## src/rtl/spi_master_mc.sv

```systemverilog
`default_nettype none
// ============================================================================
// Module      : spi_master_mc
// Description : Multi-chip-select SPI master, all four modes, runtime divider.
// Revision    : 1.0
// ============================================================================
module spi_master_mc #(
    parameter int DATA_W = 8,
    parameter int NCS    = 2,
    parameter int DIV_W  = 4,
    localparam int CS_W  = (NCS > 1) ? $clog2(NCS) : 1
) (
    input  logic              clk,
    input  logic              rst,
    input  logic              start_in,
    input  logic [CS_W-1:0]   cs_sel_in,
    input  logic [1:0]        mode_in,
    input  logic [DIV_W-1:0]  div_in,
    input  logic [DATA_W-1:0] tx_data_in,
    output logic              busy_out,
    output logic              done_out,
    output logic [DATA_W-1:0] rx_data_out,
    output logic              sclk_out,
    output logic              mosi_out,
    input  logic              miso_in,
    output logic [NCS-1:0]    cs_n_out
);

    localparam int                EDGE_W      = $clog2(2 * DATA_W);
    localparam logic [EDGE_W-1:0] C_LAST_EDGE = EDGE_W'(2 * DATA_W - 1);
    localparam logic [CS_W:0]     C_NCS       = (CS_W + 1)'(NCS);

    typedef enum logic [1:0] {
        S_IDLE  = 2'd0,
        S_SETUP = 2'd1,
        S_XFER  = 2'd2,
        S_HOLD  = 2'd3
    } state_t;

    state_t              r_state;
    state_t              w_state_next;
    logic [DIV_W-1:0]    r_cnt;
    logic [DIV_W-1:0]    r_div;
    logic                r_cpol;
    logic                r_cpha;
    logic [EDGE_W-1:0]   r_edge;
    logic                r_sclk;
    logic [DATA_W-1:0]   r_tx;
    logic [DATA_W-1:0]   r_rx;
    logic [DATA_W-1:0]   r_rx_data;
    logic                r_done;
    logic [NCS-1:0]      r_cs_n;

    logic                w_accept;
    logic                w_tick;
    logic                w_last_edge;
    logic                w_leading;
    logic [NCS-1:0]      w_cs_dec;

    assign w_accept    = (r_state == S_IDLE) && start_in && ({1'b0, cs_sel_in} < C_NCS);
    assign w_tick      = (r_cnt == '0);
    assign w_last_edge = (r_edge == C_LAST_EDGE);
    // Edges are numbered from 1, so an even count means the next edge is odd (leading).
    assign w_leading   = ~r_edge[0];

    always_comb begin
        w_cs_dec = '0;
        for (int i = 0; i < NCS; i++) begin
            if (cs_sel_in == CS_W'(i)) begin
                w_cs_dec[i] = 1'b1;
            end
        end
    end

    always_ff @(posedge clk) begin
        if (rst) begin
            r_state <= S_IDLE;
        end else begin
            r_state <= w_state_next;
        end
    end

    always_comb begin
        w_state_next = r_state;
        case (r_state)
            S_IDLE:  if (w_accept)               w_state_next = S_SETUP;
            S_SETUP: if (w_tick)                 w_state_next = S_XFER;
            S_XFER:  if (w_tick && w_last_edge)  w_state_next = S_HOLD;
            S_HOLD:  if (w_tick)                 w_state_next = S_IDLE;
            default:                             w_state_next = S_IDLE;
        endcase
    end

    always_ff @(posedge clk) begin
        if (rst) begin
            r_cnt     <= '0;
            r_div     <= '0;
            r_cpol    <= 1'b0;
            r_cpha    <= 1'b0;
            r_edge    <= '0;
            r_sclk    <= 1'b0;
            r_tx      <= '0;
            r_rx      <= '0;
            r_rx_data <= '0;
            r_done    <= 1'b0;
            r_cs_n    <= '1;
        end else begin
            r_done <= 1'b0;
            if (r_state == S_IDLE) begin
                if (w_accept) begin
                    r_cnt  <= div_in;
                    r_div  <= div_in;
                    r_cpol <= mode_in[1];
                    r_cpha <= mode_in[0];
                    r_sclk <= mode_in[1];
                    r_tx   <= tx_data_in;
                    r_edge <= '0;
                    r_cs_n <= ~w_cs_dec;
                end
            end else begin
                r_cnt <= w_tick ? r_div : r_cnt - 1'b1;
            end

            if (r_state == S_XFER && w_tick) begin
                r_sclk <= ~r_sclk;
                r_edge <= r_edge + 1'b1;
                // CPHA selects which edge samples and which edge shifts MOSI.
                if (w_leading) begin
                    if (!r_cpha) begin
                        r_rx <= {r_rx[DATA_W-2:0], miso_in};
                    end else if (r_edge != '0) begin
                        r_tx <= {r_tx[DATA_W-2:0], 1'b0};
                    end
                end else begin
                    if (r_cpha) begin
                        r_rx <= {r_rx[DATA_W-2:0], miso_in};
                    end else if (!w_last_edge) begin
                        r_tx <= {r_tx[DATA_W-2:0], 1'b0};
                    end
                end
            end

            if (r_state == S_HOLD && w_tick) begin
                r_cs_n    <= '1;
                r_done    <= 1'b1;
                r_rx_data <= r_rx;
            end
        end
    end

    assign busy_out    = (r_state != S_IDLE);
    assign done_out    = r_done;
    assign rx_data_out = r_rx_data;
    assign sclk_out    = r_sclk;
    assign mosi_out    = r_tx[DATA_W-1];
    assign cs_n_out    = r_cs_n;

endmodule
`default_nettype wire
```

## config.mk

```make
export PLATFORM = sky130hd
export DESIGN_NAME = spi_master_mc
export DESIGN_NICKNAME = d
export VERILOG_FILES = /design/src/rtl/spi_master_mc.sv
export SDC_FILE = /design/constraint.sdc
export NUM_CORES = 1
export LEC_CHECK = 0
export BUFFER_PORTS_ARGS = -buffer_cell sky130_fd_sc_hd__buf_2
export CAP_MARGIN = 20
export CORE_MARGIN = 2
export CORE_UTILIZATION = 45
export DETAILED_ROUTE_END_ITERATION = 8
export GPL_ROUTABILITY_DRIVEN = 0
export PLACE_DENSITY = 0.66
export SYNTH_ARGS = -nofsm -noshare
export SYNTH_HDL_FRONTEND = slang
export SYNTH_SLANG_ARGS = --single-unit
```

## constraint.sdc

```tcl
create_clock -name clk -period 4.3 [get_ports clk]
set_clock_uncertainty 0.05 [all_clocks]
set_input_delay 0.215 -clock clk [delete_from_list [all_inputs] [get_ports clk]]
set_output_delay 0.215 -clock clk [all_outputs]
set_load 0.05 [all_outputs]
```

Word level (Yosys, flattened, before mapping). Cells that the tools add are included.

Flip-flop bits (word level): 43. Input bits: 19. Output and inout bits: 14. Word-level logic and storage cells: 68.

Add/sub/neg operators: 2. Equality and inequality tests: 10. Mux-type cells: 28. Bitwise operators: 2. Reduce and logical (&&, ||, !) cells: 15.

Operator list (count): 8-bit two-way mux (11); 4-bit two-way mux (6); 2-bit != test, second input constant (5); 2-bit two-way mux (4); 2-bit case mux with 4 select lines (1); 1-bit two-way mux (6); 2-bit nonzero test (3); 4-bit by 1-bit adder with 4-bit output, second input constant (1); 2-bit == test, second input constant (2); 4-bit == test, second input constant (1); 1-bit logical AND (4); 4-bit zero test (1); 2-bit AND reduction (2); 4-bit AND reduction (1); 4-bit nonzero test (1); 4-bit by 1-bit subtractor with 4-bit output, second input constant (1); 3-bit AND reduction (1); 2-bit by 1-bit == test with 1-bit output, second input constant (1); 2-bit zero test (1); 2-bit by 1-bit != test with 1-bit output, second input constant (1); 2-bit inverter (1); 2-bit OR reduction (1); 1-bit inverter (1).

Logic depth before layout (Yosys ltp).
Depth in word-level cells: 8. Gate-level depth with buffers: 8. Gate-level depth less buffers: 6.

Least setup slack after synthesis. OpenSTA, ideal clock, no wires.

Path type: register to register. From: register r_state[0]. To: register r_state[0]. Setup time: 86 ps. Data arrival time: 1546 ps. Required time: 4164 ps. Path slack: 2618 ps. Stages on the path, launching flop included: 7. Path buffers: 1. Clock period less this slack: 1682 ps. Cells stage by stage: dfxtp_1 inv_1 ha_1 buf_6 inv_1 o22ai_4 a221oi_2.

Longest elaborated chain between the ends: 4. Elaborated cells between the ends (all ways): 11. Classes of those cells: eq/ne (7); mux (1); reduce/logical (3).

RTL lines: start, declared (RTL line 40) `state_t r_state;`; start signal, assigned (RTL line 79) `r_state <= w_state_next;`; 2-bit zero test (RTL line 60, 85); 1-bit logical AND (RTL line 60) `assign w_accept = (r_state == S_IDLE) && start_in && ({1'b0, cs_sel_in} < C_NCS);`; 2-bit != test (no line); 4-bit AND reduction (no line).

Several ways; a longest one is shown, not always the timed one. A chain may end at the register's enable or synchronous reset.

Final worst setup path.
From: register r_state[0]. To: register r_tx[1].

Longest elaborated chain between the ends: 8. Elaborated cells between the ends (all ways): 12. Classes of those cells: eq/ne (1); mux (8); reduce/logical (3).

RTL lines: 2-bit zero test (RTL line 60, 109); 1-bit logical AND (RTL line 60); 8-bit two-way mux (RTL line 110) `if (w_accept) begin`; 8-bit two-way mux (RTL line 109) `if (r_state == S_IDLE) begin`; 8-bit two-way mux, on equally long branches (RTL line 131, 137); 8-bit two-way mux, on equally long branches (RTL line 129, 135); 8-bit two-way mux (RTL line 128) `if (w_leading) begin`; 8-bit two-way mux (*) (RTL line 124) `if (r_state == S_XFER && w_tick) begin`; end signal, assigned (RTL line 116) `r_tx <= tx_data_in;`; end signal, assigned (RTL line 132) `r_tx <= {r_tx[DATA_W-2:0], 1'b0};`; end signal, assigned (RTL line 138) `r_tx <= {r_tx[DATA_W-2:0], 1'b0};`; end, declared (RTL line 48) `logic [DATA_W-1:0] r_tx;`.

Every way passes the cells marked *; elsewhere a longest branch is shown, timed or not.

==> results.md <==
Power:
- Summed over all cells, the static leakage comes to 0.0009739 uW.
- Dividing total power by cell area gives a power density of 556.5 mW/mm^2.
- VDD sags by at most 0.2347 mV.

Job:
- The total of max-cap violations is 0.

Timing:
- The final max-slew violation count came to 0.
- Based on the critical path, the design can be clocked at up to 446.6 MHz.
- The final worst-path cycle share is 0.5207.
- The number of hold violations in the final report is 0.
- In the post-route analysis, the smallest setup slack over all paths is between 2 and 2.5 ns.
- Setup repair after global routing left no endpoint under its margin.
- For the pin with the worst max-slew slack, the measured transition is 0.7161 ns.
- The setup TNS is 0 ns.
- The smallest clock period supported by the final layout is computed as 2.239 ns.
- Setup violations remaining at the end of the flow were counted as 0.
- Headroom to the max-slew limit came out at 0.5226.

Cells and area:
- The diode insertion count for antenna repair is 0.
- The most frequent standard cell in the layout excluding fill and tap cells is dfxtp_1.
- The post-synthesis to final-layout area growth is 12.41%.
- The top cell types in the final layout, fill and taps aside, are dfxtp_1, buf_2, nand2_1.
- The final-stage net count is between 200 and 300.
- The cell area after layout is 0.002267 mm^2.
- The filler cells instantiated in the layout total 419.
- Of the cells placed in the final design, the portion with a size suffix greater than 1 is 0.2236.
- The non-filler instance count after layout is 289.

Synthesis:
- The number of different library cells used by synthesis comes to 37.
- The gate count of the mapped netlist is between 200 and 250.
- The number of warnings reported in the yosys synthesis log is 0.
- The share of the Yosys chip area taken by registers is 0.4268.
- In this run, synthesis produced a sequential element count of 43.
- The synthesized cell area is 0.002017 mm^2.
- The total nets after synthesis is 236.
- A synthesized cell averages 9.650 um^2.

Worst hold path:
- The cell depth of the worst hold path is 3.
- The origin of the worst min-delay path is miso_in.
- The endpoint of the worst hold path is r_rx[0].
- The class of the tightest hold or removal check is in2reg.

Global routing:
- The number of global-route vias before repair is 1411.
- The initial antenna violation count is 0.
- The leftover overflow at the end of global routing is 0.
- For this run, the total global-route usage over all layers was measured as 0.1701.
- Entering global routing, the biggest net connects 36 pins.
- The first-pass GRT wire length is 6.824 mm.

Floorplanning:
- The core region is roughly 0.0043 mm^2.
- The floorplan step defined a die boundary enclosing roughly 0.0050 mm^2.
- The effective utilization at floorplan is 0.4664.
- The number of placement rows is 24.
- From bottom edge to top edge, the die measures 70.95 um.
- The number of primary I/O pins is 33.
- The die is 70.95 um wide.

Clock network:
- The worst-skew pair later-pin latency is roughly 0.3 ns.
- After clock tree synthesis, the clock-pin slew on the worst setup and hold paths is 0.09 ns.
- The worst-case clock buffer depth is 2.
- The total CTS buffers is 5.
- The maximum level of the CTS H-tree is 2.
- The total setup buffers inserted after CTS is 0.
- The CTS root buffer is clkbuf_8.
- Buffers inserted to repair hold after CTS numbered 0.
- The number of sinks on the clock net is 43.
- The number of resized instances in the post-cts repair step is 0.
- TritonCTS built the clock tree.

Setup path:
- Data on the critical path arrives at its endpoint at 2.38 ns.
- The worst register-to-register path has a setup slack of 2.06 ns.
- The worst register-to-register path begins at r_state[0].
- The delay contributed by the slowest stage of the critical path is 0.66 ns.
- The worst register-to-register path has a depth of 5.
- The master of the slowest instance on the critical path is and2_1.
- Along the worst path, the maximum fanout reaches 18.
- The kind of end point of the critical path is a flop.
- The end of the worst register-to-register path is r_tx[1].
- The worst setup path is of the reg2reg kind.
- The critical path data required time is 4.44 ns.
- The worst setup path is launched from a flop.
- Walking the worst path, the cells encountered are inv_1 > ha_1 > and2_1 > a221oi_1 > a311oi_1.

Outcome:
- The run finished with clean final reports.

Placed design:
- The worst setup timing slack at the placement stage is just over 2 ns.
- After detailed placement, the total cell area comes to 0.002155 mm^2.
- Detailed placement ended at an HPWL of 2.672 mm.
- The cell count after placement is 281.
- The count of input and output buffers is 32.

Drt:
- The overall via count from detail_route is roughly 1500.
- The total DRC errors in the routed layout is 0.
- After the first detailed-routing iteration, the DRC count stood at 94.
- Dividing the detail-routed via count by the number of cells gives around 5.3.
- The number of nets with antenna violations after routing is 0.
- The total routed wirelength is 3.981 mm.
- In the final routed layout, each cell accounts on average for between 10 and 15 um.
- The detailed-routing iteration count for the pre-antenna-repair pass is 4.
## cells by family (layout without fill, tap and decap cells)
kind of cell	count (synthesis)	count (layout)	synth area share
and+or+nand+nor	65	65	0.1749
AOI/OAI and AO/OA	52	52	0.2109
DFF	43	43	0.4268
buffers and inverters	28	56	0.07320
muxes	13	13	0.06451
adders and majority gates	8	8	0.04963
## metrics by stage
step	total power, uW	utilization	hold slack (ns)
6_report	1262	0.5243	0.09193
5_1_grt	1347	0.5243	0.1021
3_5_place_dp	956.6	0.4983	0.3977
2_1_floorplan	889.4	-	0.3010
3_3_place_gp	951.7	0.4983	0.3937
4_1_cts	1272	0.5243	0.08748
## how the worst max path moves through the flow
stage | depth (start not counted) | to | start | slack, ns
global route | 5 | r_tx[3] | r_state[1] | 1.87
CTS | 5 | r_tx[1] | r_state[0] | 2.04
floorplan | 6 | r_state[0] | r_state[0] | 2.62
global placement | 5 | r_tx[1] | r_state[0] | 2.09
finish | 5 | r_tx[1] | r_state[0] | 2.06
detailed placement | 5 | r_tx[1] | r_state[0] | 2.06
## cell usage after synthesis
library cell / n / area [um^2]
inv_1: 16 / 60.06
buf_4: 3 / 22.52
nor2_4: 2 / 22.52
a22o_1: 8 / 70.07
nor3b_4: 1 / 18.77
or3_1: 4 / 25.02
nand2b_1: 3 / 18.77
nor3b_1: 1 / 7.510
nand3_1: 4 / 20.02
a21oi_1: 13 / 65.06
clkbuf_1: 3 / 11.26
mux2i_1: 13 / 130.1
a211oi_1: 5 / 37.54
nor3_1: 1 / 5.000
nor2_1: 17 / 63.81
a21oi_2: 1 / 8.760
and3_1: 1 / 6.260
and2_2: 1 / 7.510
and2_1: 7 / 43.79
dfxtp_1: 43 / 860.8
nand3_2: 1 / 10.01
ha_1: 8 / 100.1
nand2_1: 19 / 71.32
buf_6: 4 / 45.04
a221oi_1: 10 / 87.58
buf_1: 1 / 3.750
o21ba_4: 1 / 16.27
o22ai_2: 1 / 12.51
buf_2: 1 / 5.000
a311oi_1: 7 / 61.31
a221oi_2: 2 / 30.03
and4bb_2: 1 / 12.51
o21ai_0: 2 / 10.01
o22ai_4: 1 / 20.02
nand4bb_1: 1 / 11.26
nand2b_2: 1 / 8.760
a31oi_1: 1 / 6.260
## final cells by class
type,count,area [um^2],share of cell area
Sequential cell,43,860.8,0.3797
Clock buffer,5,68.82,0.03035
Tap cell,52,65.06,0.02870
Inverter,16,60.06,0.02649
Clock inverter,3,43.79,0.01932
Multi-Input combinational cell,138,1008,0.4448
Timing Repair Buffer,32,160.2,0.07064
## critical path, delay by kind of cell (launching register included)
kind	cells	cell delay, ns
AND/OR/NAND/NOR	1	0.66
flip-flops	1	0.33
buffers and inverters	1	0.13
adder cells (fa/ha/maj)	1	0.43
AO/OA/AOI/OAI	2	0.51
## sequential cells by signal, indices dropped and copies added (netlist names)
register / cells
cs_n_out: 2
rx_data_out: 8
r_rx: 8
r_tx: 8
done_out: 1
r_div: 4
sclk_out: 1
r_edge: 4
r_cnt: 4
r_cpha: 1
r_state: 2
## metal layers
metal	vias to the layer above	part of all wire	track usage	wire, um
met4	0	0.015	0.05660	60
met2	23	0.44	0.2534	1750
li1	807	-	-	-
met1	709	0.50	0.2377	2007
met5	-	0	0	0
met3	5	0.041	0.04986	163
## report_power, final
group | switching (uW) | internal (uW) | leakage [uW]
logic | 268 | 171 | 0.000565
clock network | 144 | 173 | 0.0000581
registers | 50.2 | 455 | 0.000350
total | 463 | 799 | 0.000974
No activity file was read; power rests on OpenSTA's default activity.
